**src/rtl/stack_ctrl.sv**
```systemverilog
// -----------------------------------------------------------------------------
// stack_ctrl
//   Stack controller sitting directly in front of a synchronous two-port stack
//   RAM (registered read data on both ports). It owns the stack pointer and
//   turns PUSH / POP / PEEK / POP2 commands into RAM port-A writes and port-A/B
//   reads. Results come back on a registered, non-stallable response strobe.
//   Rejected commands raise sticky overflow / underflow flags.
//
// Ports
//   clk, rst_n      clock (rising edge), asynchronous active-low reset
//   clear           synchronous flush of the stack pointer
//   cmd_valid/ready command handshake; cmd_op 00 PUSH 01 POP 10 PEEK 11 POP2
//   cmd_data        PUSH data
//   cmd_off         PEEK depth below top of stack (0 = top)
//   rsp_valid       one-cycle response strobe
//   rsp_err         command rejected
//   rsp_data0/1     response words (data1 only meaningful for POP2)
//   sp              current stack depth 0..DEPTH
//   full, empty     sp==DEPTH, sp==0
//   overflow        sticky: a PUSH was rejected
//   underflow       sticky: a POP/POP2/PEEK was rejected
//   ram_*           RAM port A (read/write) and port B (read-only)
// -----------------------------------------------------------------------------
`ifndef RAM_DEPTH
`define RAM_DEPTH 8
`endif

module stack_ctrl #(
   parameter int DEPTH = `RAM_DEPTH,
   parameter int AW    = $clog2(DEPTH)
) (
   input  logic          clk,
   input  logic          rst_n,
   input  logic          clear,
   input  logic          cmd_valid,
   output logic          cmd_ready,
   input  logic [1:0]    cmd_op,
   input  logic [31:0]   cmd_data,
   input  logic [AW-1:0] cmd_off,
   output logic          rsp_valid,
   output logic          rsp_err,
   output logic [31:0]   rsp_data0,
   output logic [31:0]   rsp_data1,
   output logic [AW:0]   sp,
   output logic          full,
   output logic          empty,
   output logic          overflow,
   output logic          underflow,
   output logic [31:0]   ram_addr_a,
   output logic [31:0]   ram_datain_a,
   output logic          ram_wr_a,
   output logic [31:0]   ram_addr_b,
   input  logic [31:0]   ram_data_a,
   input  logic [31:0]   ram_data_b
);

   localparam logic [1:0] OP_PUSH = 2'b00;
   localparam logic [1:0] OP_POP  = 2'b01;
   localparam logic [1:0] OP_PEEK = 2'b10;
   localparam logic [1:0] OP_POP2 = 2'b11;

   localparam logic [AW:0] SP_FULL = (AW+1)'(DEPTH);
   localparam logic [AW:0] SP_ONE  = (AW+1)'(1);
   localparam logic [AW:0] SP_TWO  = (AW+1)'(2);

   typedef enum logic {S_IDLE, S_WAIT} state_t;

   state_t        state_q, state_d;
   logic [AW:0]   sp_q, sp_d;
   logic          rsp_valid_q, rsp_valid_d;
   logic          rsp_err_q, rsp_err_d;
   logic [31:0]   rsp_data0_q, rsp_data0_d;
   logic [31:0]   rsp_data1_q, rsp_data1_d;
   logic          ovf_q, ovf_d;
   logic          unf_q, unf_d;
   logic          pop2_q, pop2_d;   // pending read was a POP2

   logic          accept;
   logic          cmd_err;
   logic          cmd_ok;
   logic [AW:0]   off_ext;
   logic [AW:0]   addr_a;
   logic [AW:0]   addr_b;

   // All error checks use the stack pointer as it stands at accept time.
   always_comb begin
      off_ext = {1'b0, cmd_off};
      cmd_err = 1'b0;
      unique case (cmd_op)
         OP_PUSH: cmd_err = (sp_q == SP_FULL);
         OP_POP:  cmd_err = (sp_q == '0);
         OP_PEEK: cmd_err = (off_ext >= sp_q);
         OP_POP2: cmd_err = (sp_q < SP_TWO);
         default: cmd_err = 1'b0;
      endcase
   end

   assign accept = cmd_valid && cmd_ready;
   assign cmd_ok = accept && !cmd_err;

   // ---------------- FSM: state register ----------------
   always_ff @(posedge clk or negedge rst_n) begin
      if (!rst_n) state_q <= S_IDLE;
      else        state_q <= state_d;
   end

   // ---------------- FSM: next state ----------------
   always_comb begin
      state_d = state_q;
      unique case (state_q)
         S_IDLE: if (cmd_ok && cmd_op != OP_PUSH) state_d = S_WAIT;
         S_WAIT: state_d = S_IDLE;
         default: state_d = S_IDLE;
      endcase
   end

   // ---------------- FSM: outputs (handshake + RAM drive) ----------------
   always_comb begin
      cmd_ready    = (state_q == S_IDLE) && !clear;
      ram_wr_a     = 1'b0;
      addr_a       = '0;
      addr_b       = '0;
      ram_datain_a = '0;
      if (cmd_ok) begin
         unique case (cmd_op)
            OP_PUSH: begin
               ram_wr_a     = 1'b1;
               addr_a       = sp_q;
               ram_datain_a = cmd_data;
            end
            OP_POP:  addr_a = sp_q - SP_ONE;
            OP_PEEK: addr_a = sp_q - SP_ONE - off_ext;
            OP_POP2: begin
               addr_a = sp_q - SP_ONE;
               addr_b = sp_q - SP_TWO;
            end
            default: ;
         endcase
      end
   end

   assign ram_addr_a = {{(32-AW-1){1'b0}}, addr_a};
   assign ram_addr_b = {{(32-AW-1){1'b0}}, addr_b};

   // ---------------- datapath next-state ----------------
   always_comb begin
      sp_d        = sp_q;
      rsp_valid_d = 1'b0;
      rsp_err_d   = rsp_err_q;
      rsp_data0_d = rsp_data0_q;
      rsp_data1_d = rsp_data1_q;
      pop2_d      = pop2_q;
      ovf_d       = ovf_q | (accept && cmd_err && cmd_op == OP_PUSH);
      unf_d       = unf_q | (accept && cmd_err && cmd_op != OP_PUSH);

      if (cmd_ok) begin
         pop2_d = (cmd_op == OP_POP2);
         unique case (cmd_op)
            OP_PUSH: sp_d = sp_q + SP_ONE;
            OP_POP:  sp_d = sp_q - SP_ONE;
            OP_POP2: sp_d = sp_q - SP_TWO;
            default: sp_d = sp_q;
         endcase
      end
      // clear wins over any stack-pointer update, including the one just
      // applied at accept time for a read that is still in WAIT.
      if (clear) sp_d = '0;

      if (state_q == S_WAIT) begin
         rsp_valid_d = 1'b1;
         rsp_err_d   = 1'b0;
         rsp_data0_d = ram_data_a;
         rsp_data1_d = pop2_q ? ram_data_b : 32'h0;
      end else if (accept && cmd_err) begin
         rsp_valid_d = 1'b1;
         rsp_err_d   = 1'b1;
         rsp_data0_d = 32'h0;
         rsp_data1_d = 32'h0;
      end else if (cmd_ok && cmd_op == OP_PUSH) begin
         rsp_valid_d = 1'b1;
         rsp_err_d   = 1'b0;
         rsp_data0_d = cmd_data;
         rsp_data1_d = 32'h0;
      end
   end

   // Reset drops any in-flight read: WAIT is left and no response is produced.
   always_ff @(posedge clk or negedge rst_n) begin
      if (!rst_n) begin
         sp_q        <= '0;
         rsp_valid_q <= 1'b0;
         rsp_err_q   <= 1'b0;
         rsp_data0_q <= '0;
         rsp_data1_q <= '0;
         ovf_q       <= 1'b0;
         unf_q       <= 1'b0;
         pop2_q      <= 1'b0;
      end else begin
         sp_q        <= sp_d;
         rsp_valid_q <= rsp_valid_d;
         rsp_err_q   <= rsp_err_d;
         rsp_data0_q <= rsp_data0_d;
         rsp_data1_q <= rsp_data1_d;
         ovf_q       <= ovf_d;
         unf_q       <= unf_d;
         pop2_q      <= pop2_d;
      end
   end

   assign sp        = sp_q;
   assign full      = (sp_q == SP_FULL);
   assign empty     = (sp_q == '0);
   assign overflow  = ovf_q;
   assign underflow = unf_q;
   assign rsp_valid = rsp_valid_q;
   assign rsp_err   = rsp_err_q;
   assign rsp_data0 = rsp_data0_q;
   assign rsp_data1 = rsp_data1_q;

endmodule

```
**config.mk**
```make
export PLATFORM = sky130hd
export DESIGN_NAME = stack_ctrl
export DESIGN_NICKNAME = d
export VERILOG_FILES = /design/src/rtl/stack_ctrl.sv
export SDC_FILE = /design/constraint.sdc
export NUM_CORES = 1
export LEC_CHECK = 0
export BUFFER_PORTS_ARGS = -buffer_cell sky130_fd_sc_hd__buf_2
export CAP_MARGIN = 10
export CORE_MARGIN = 5
export CORE_UTILIZATION = 30
export DETAILED_ROUTE_END_ITERATION = 12
export HOLD_SLACK_MARGIN = 0.02
export PLACE_DENSITY = 0.6
export SETUP_SLACK_MARGIN = 0.1
export SKIP_CTS_REPAIR_TIMING = 1
export SLEW_MARGIN = 20
export SYNTH_ARGS = -nofsm -noshare
export SYNTH_HDL_FRONTEND = slang
export SYNTH_SLANG_ARGS = --single-unit
```
**constraint.sdc**
```tcl
create_clock -name clk -period 2.2 [get_ports clk]
set_input_delay 0.22 -clock clk [delete_from_list [all_inputs] [get_ports clk]]
set_output_delay 0.22 -clock clk [all_outputs]
set_load 0.05 [all_outputs]
```
==> reports/results.ini <==
[run_status]
status = complete, but fails checks
failed_checks = setup timing

[power_and_ir_drop]
power.switching_fraction = 0.461
power.combinational.fraction = 0.498
pwr_density_cell_nw_per_um2 = 934
leakage_dissipation_nw = 3.90
power.switching_mw = 3.25
total_power_mw = 7.05
p_int_mw = 3.80
vdd_drop_max_mv = 0.564
seq_power_share = 0.282
clock_power_share = 0.220

[critical_path]
reg2reg_depth = 11
r2r-end = rsp_data1[10]
critPathArrivalTime_ns = 2.63
critPathCapture = ram_datain_a[9]
critPathKind = flip-flop to primary output
cp-start-kind = flip-flop
largest_driver_fanout_on_the_critical_path = 5
crit_path_end_kind = primary output
setup.reg_to_reg.worst_slack_ns = -0.29
worst_ep_required_time_ns = 1.98
crit_path_start = sp[0]
reg_to_reg_startpoint = sp[0]

[synth]
ffs_w_async_s_r_synth = 1.00
synth-main-ff-cell = dfrtp_1
syn-instance-count = 468
post_synth_design_cell_area_um2 = 4460
postSynthRegisterBits = 74
synth.top_cell.area_share = 0.415
synth-seq-area-share = 0.415
synth.lib_cells_used.distinct = 50
syn_avg_cell_area_um2 = 9.53
synth_common_cells = dfrtp_1 (74), nand2_1 (74), buf_4 (58)
yosys-top-cells-area = dfrtp_1 (42%), buf_4 (9.8%), a211o_1 (6.3%)
synth_warn = 0
synth_edf_count = 0
cell_type_with_the_highest_aggregate_area_in_the_netlist = dfrtp_1

[timing]
max_clock_freq_mhz = 351
finalHoldViolations = 0
hold-worst-slack_ns = 0.0988
min_period_over_period = 1.30
setup-violations-final = 112
worst_slack_ns = -0.653
final-max-slew-violation-count = 0
relSlewSlack = 0.551
rsz_0062_raised_after_global_routing = yes
fin_worst_skew_ns = 0.00890
final_period_minus_worst_setup_slack_ns = 2.85
slew_at_the_pin_closest_to_its_max_slew_limit_ns = 0.668

[floorplan]
placement_rows = 44
die_area_um2 = 17400
design.portCount = 277
core_area_um2 = 14500
die_x_um = 132
die_y_um = 132
floorplan.initialDensity = 0.307

[global_routing]
antenna_found_initial = 0
grt_pass1_wl_um = 22500
grt_use_total = 0.158
grt_overflow_total = 0
grt_start_max_net_pins = 57
first_global_vias = 4485

[cts]
cts-root-buf = clkbuf_16
worstSkewPairLatency_ns = 0.33
numClockSinks = 74
cts_tree = yes
cts-root-to-sink-buffers = 2
clkTransAtPathRegs_ns = 0.06
cts_made_buffers = 9
cts-htree-levels = 3

[drt]
drt_wl_total_um = 16700
vias_per_cell = 4.82
initialDrtViolationCount = 183
average_wire_per_cell_in_the_routed_design_um = 17.6
drt-pass1-iter-count = 6
drc = 0
drt.antenna.violating_nets = 0
via_total_after_detailed_routing = 4582

[cells_and_area]
post_route_cell_area_um2 = 7550
final_util = 0.519
final_net_count = 884
drive_gt1_frac = 0.544
antenna_cells = 0
synthToLayoutAreaGrowth_pct = 69.2

[worst_hold_path]
hold_path_startpoint = ram_data_b[31]
timing.hold.worst.class = input pin to flip-flop

[placement]
place.detailed.hpwl_um = 11300
buffer_ports.inserted = 220
gpl.final_weighted_congestion = 0.836
placed_cell_area_um2 = 6120

[job]
maxCapViolations = 0

==> worst min-delay path by stage <==
| stage | endpoint | slack [ns] | cells past startpoint |
|---|---|---|---|
| after floorplan | overflow | -0.08 | 0 |
| after global placement | rsp_data1[15] | 0.19 | 1 |
| after detailed placement | rsp_data1[15] | 0.21 | 1 |
| after CTS | rsp_data1[11] | -0.16 | 1 |
| after global routing | rsp_data1[24] | 0.08 | 2 |
| final | rsp_data1[31] | 0.1 | 2 |
==> metrics by stage <==
| step | setup TNS [ns] | worst slack [ns] | std cells |
|---|---|---|---|
| 2_1_floorplan | -27.98 | -0.451 | 523 |
| 3_3_place_gp | -10.34 | -0.229 | 906 |
| 3_5_place_dp | -14.55 | -0.249 | 906 |
| 4_1_cts | -30.07 | -0.617 | 921 |
| 5_1_grt | -45.83 | -0.729 | 950 |
| 6_report | -38.52 | -0.653 | 950 |
==> power groups by stage <==
stage               clock network [mW]  logic, mW  registers (mW)
floorplan                            0       1.18            3.22
global placement                     0       3.16            1.98
detailed placement                   0       3.21            2.00
CTS                               1.59       3.21            1.99
global route                      1.65       3.70            2.04
finish                            1.55       3.51            1.99
==> cell usage in the layout (no fill, tap or decap), types with 30 or more instances in the layout <==
master   Yosys  routed
buf_4       58      66
o21ai_0     37      35
buf_8        0      36
a22o_1      30      30
buf_2        6     177
dfrtp_1     74      70
conb_1       1      56
nand2_1     74      73
and3_4       0      34
a211o_1     32      32
==> per-layer routing <==
metal  vias to the layer above  track usage  part of all wire
li1                       2124            -                 -
met1                      2225        0.183              0.39
met2                       200        0.274              0.51
met3                        33       0.0424             0.071
met4                         0       0.0669             0.024
met5                         -            0                 0
==> registers in the layout, indices dropped and copies added, names as in the netlist <==
signal and flops:
rsp_data1 32, overflow 1, rsp_data0 32, state_q 1
sp 4, pop2_q 1, rsp_valid 1, rsp_err 1
underflow 1
==> kinds of logic after synthesis <==
group,Yosys count,synth area share
AO/OA/AOI/OAI,127,0.223
XOR/XNOR,5,0.00982
adder cells (fa/ha/maj),17,0.0494
buffers and inverters,101,0.141
flip-flops,74,0.415
multiplexers,2,0.00477
other,1,0.000841
AND/OR/NAND/NOR,141,0.157
==> critical path, stage by stage (launching register included) <==
cell and delay, ns:
dfrtp_4 0.50, buf_4 0.15, ha_4 0.22, nor2b_4 0.12, o21ai_4 0.08, a2111oi_4 0.43
buf_6 0.20, buf_4 0.11, buf_6 0.12, and3_4 0.21, buf_8 0.15
==> layout make-up <==
cell class / count / area [um2]
flip-flops and latches: 74 / 1860
inverters: 12 / 55.1
clock buffers: 10 / 229
fillers: 1293 / 6990
repair buffers: 317 / 2490
multi-input cells: 348 / 2610
clock inverters: 5 / 81.3
well taps: 184 / 230
Note: power is estimated with default switching activity, not from simulation.
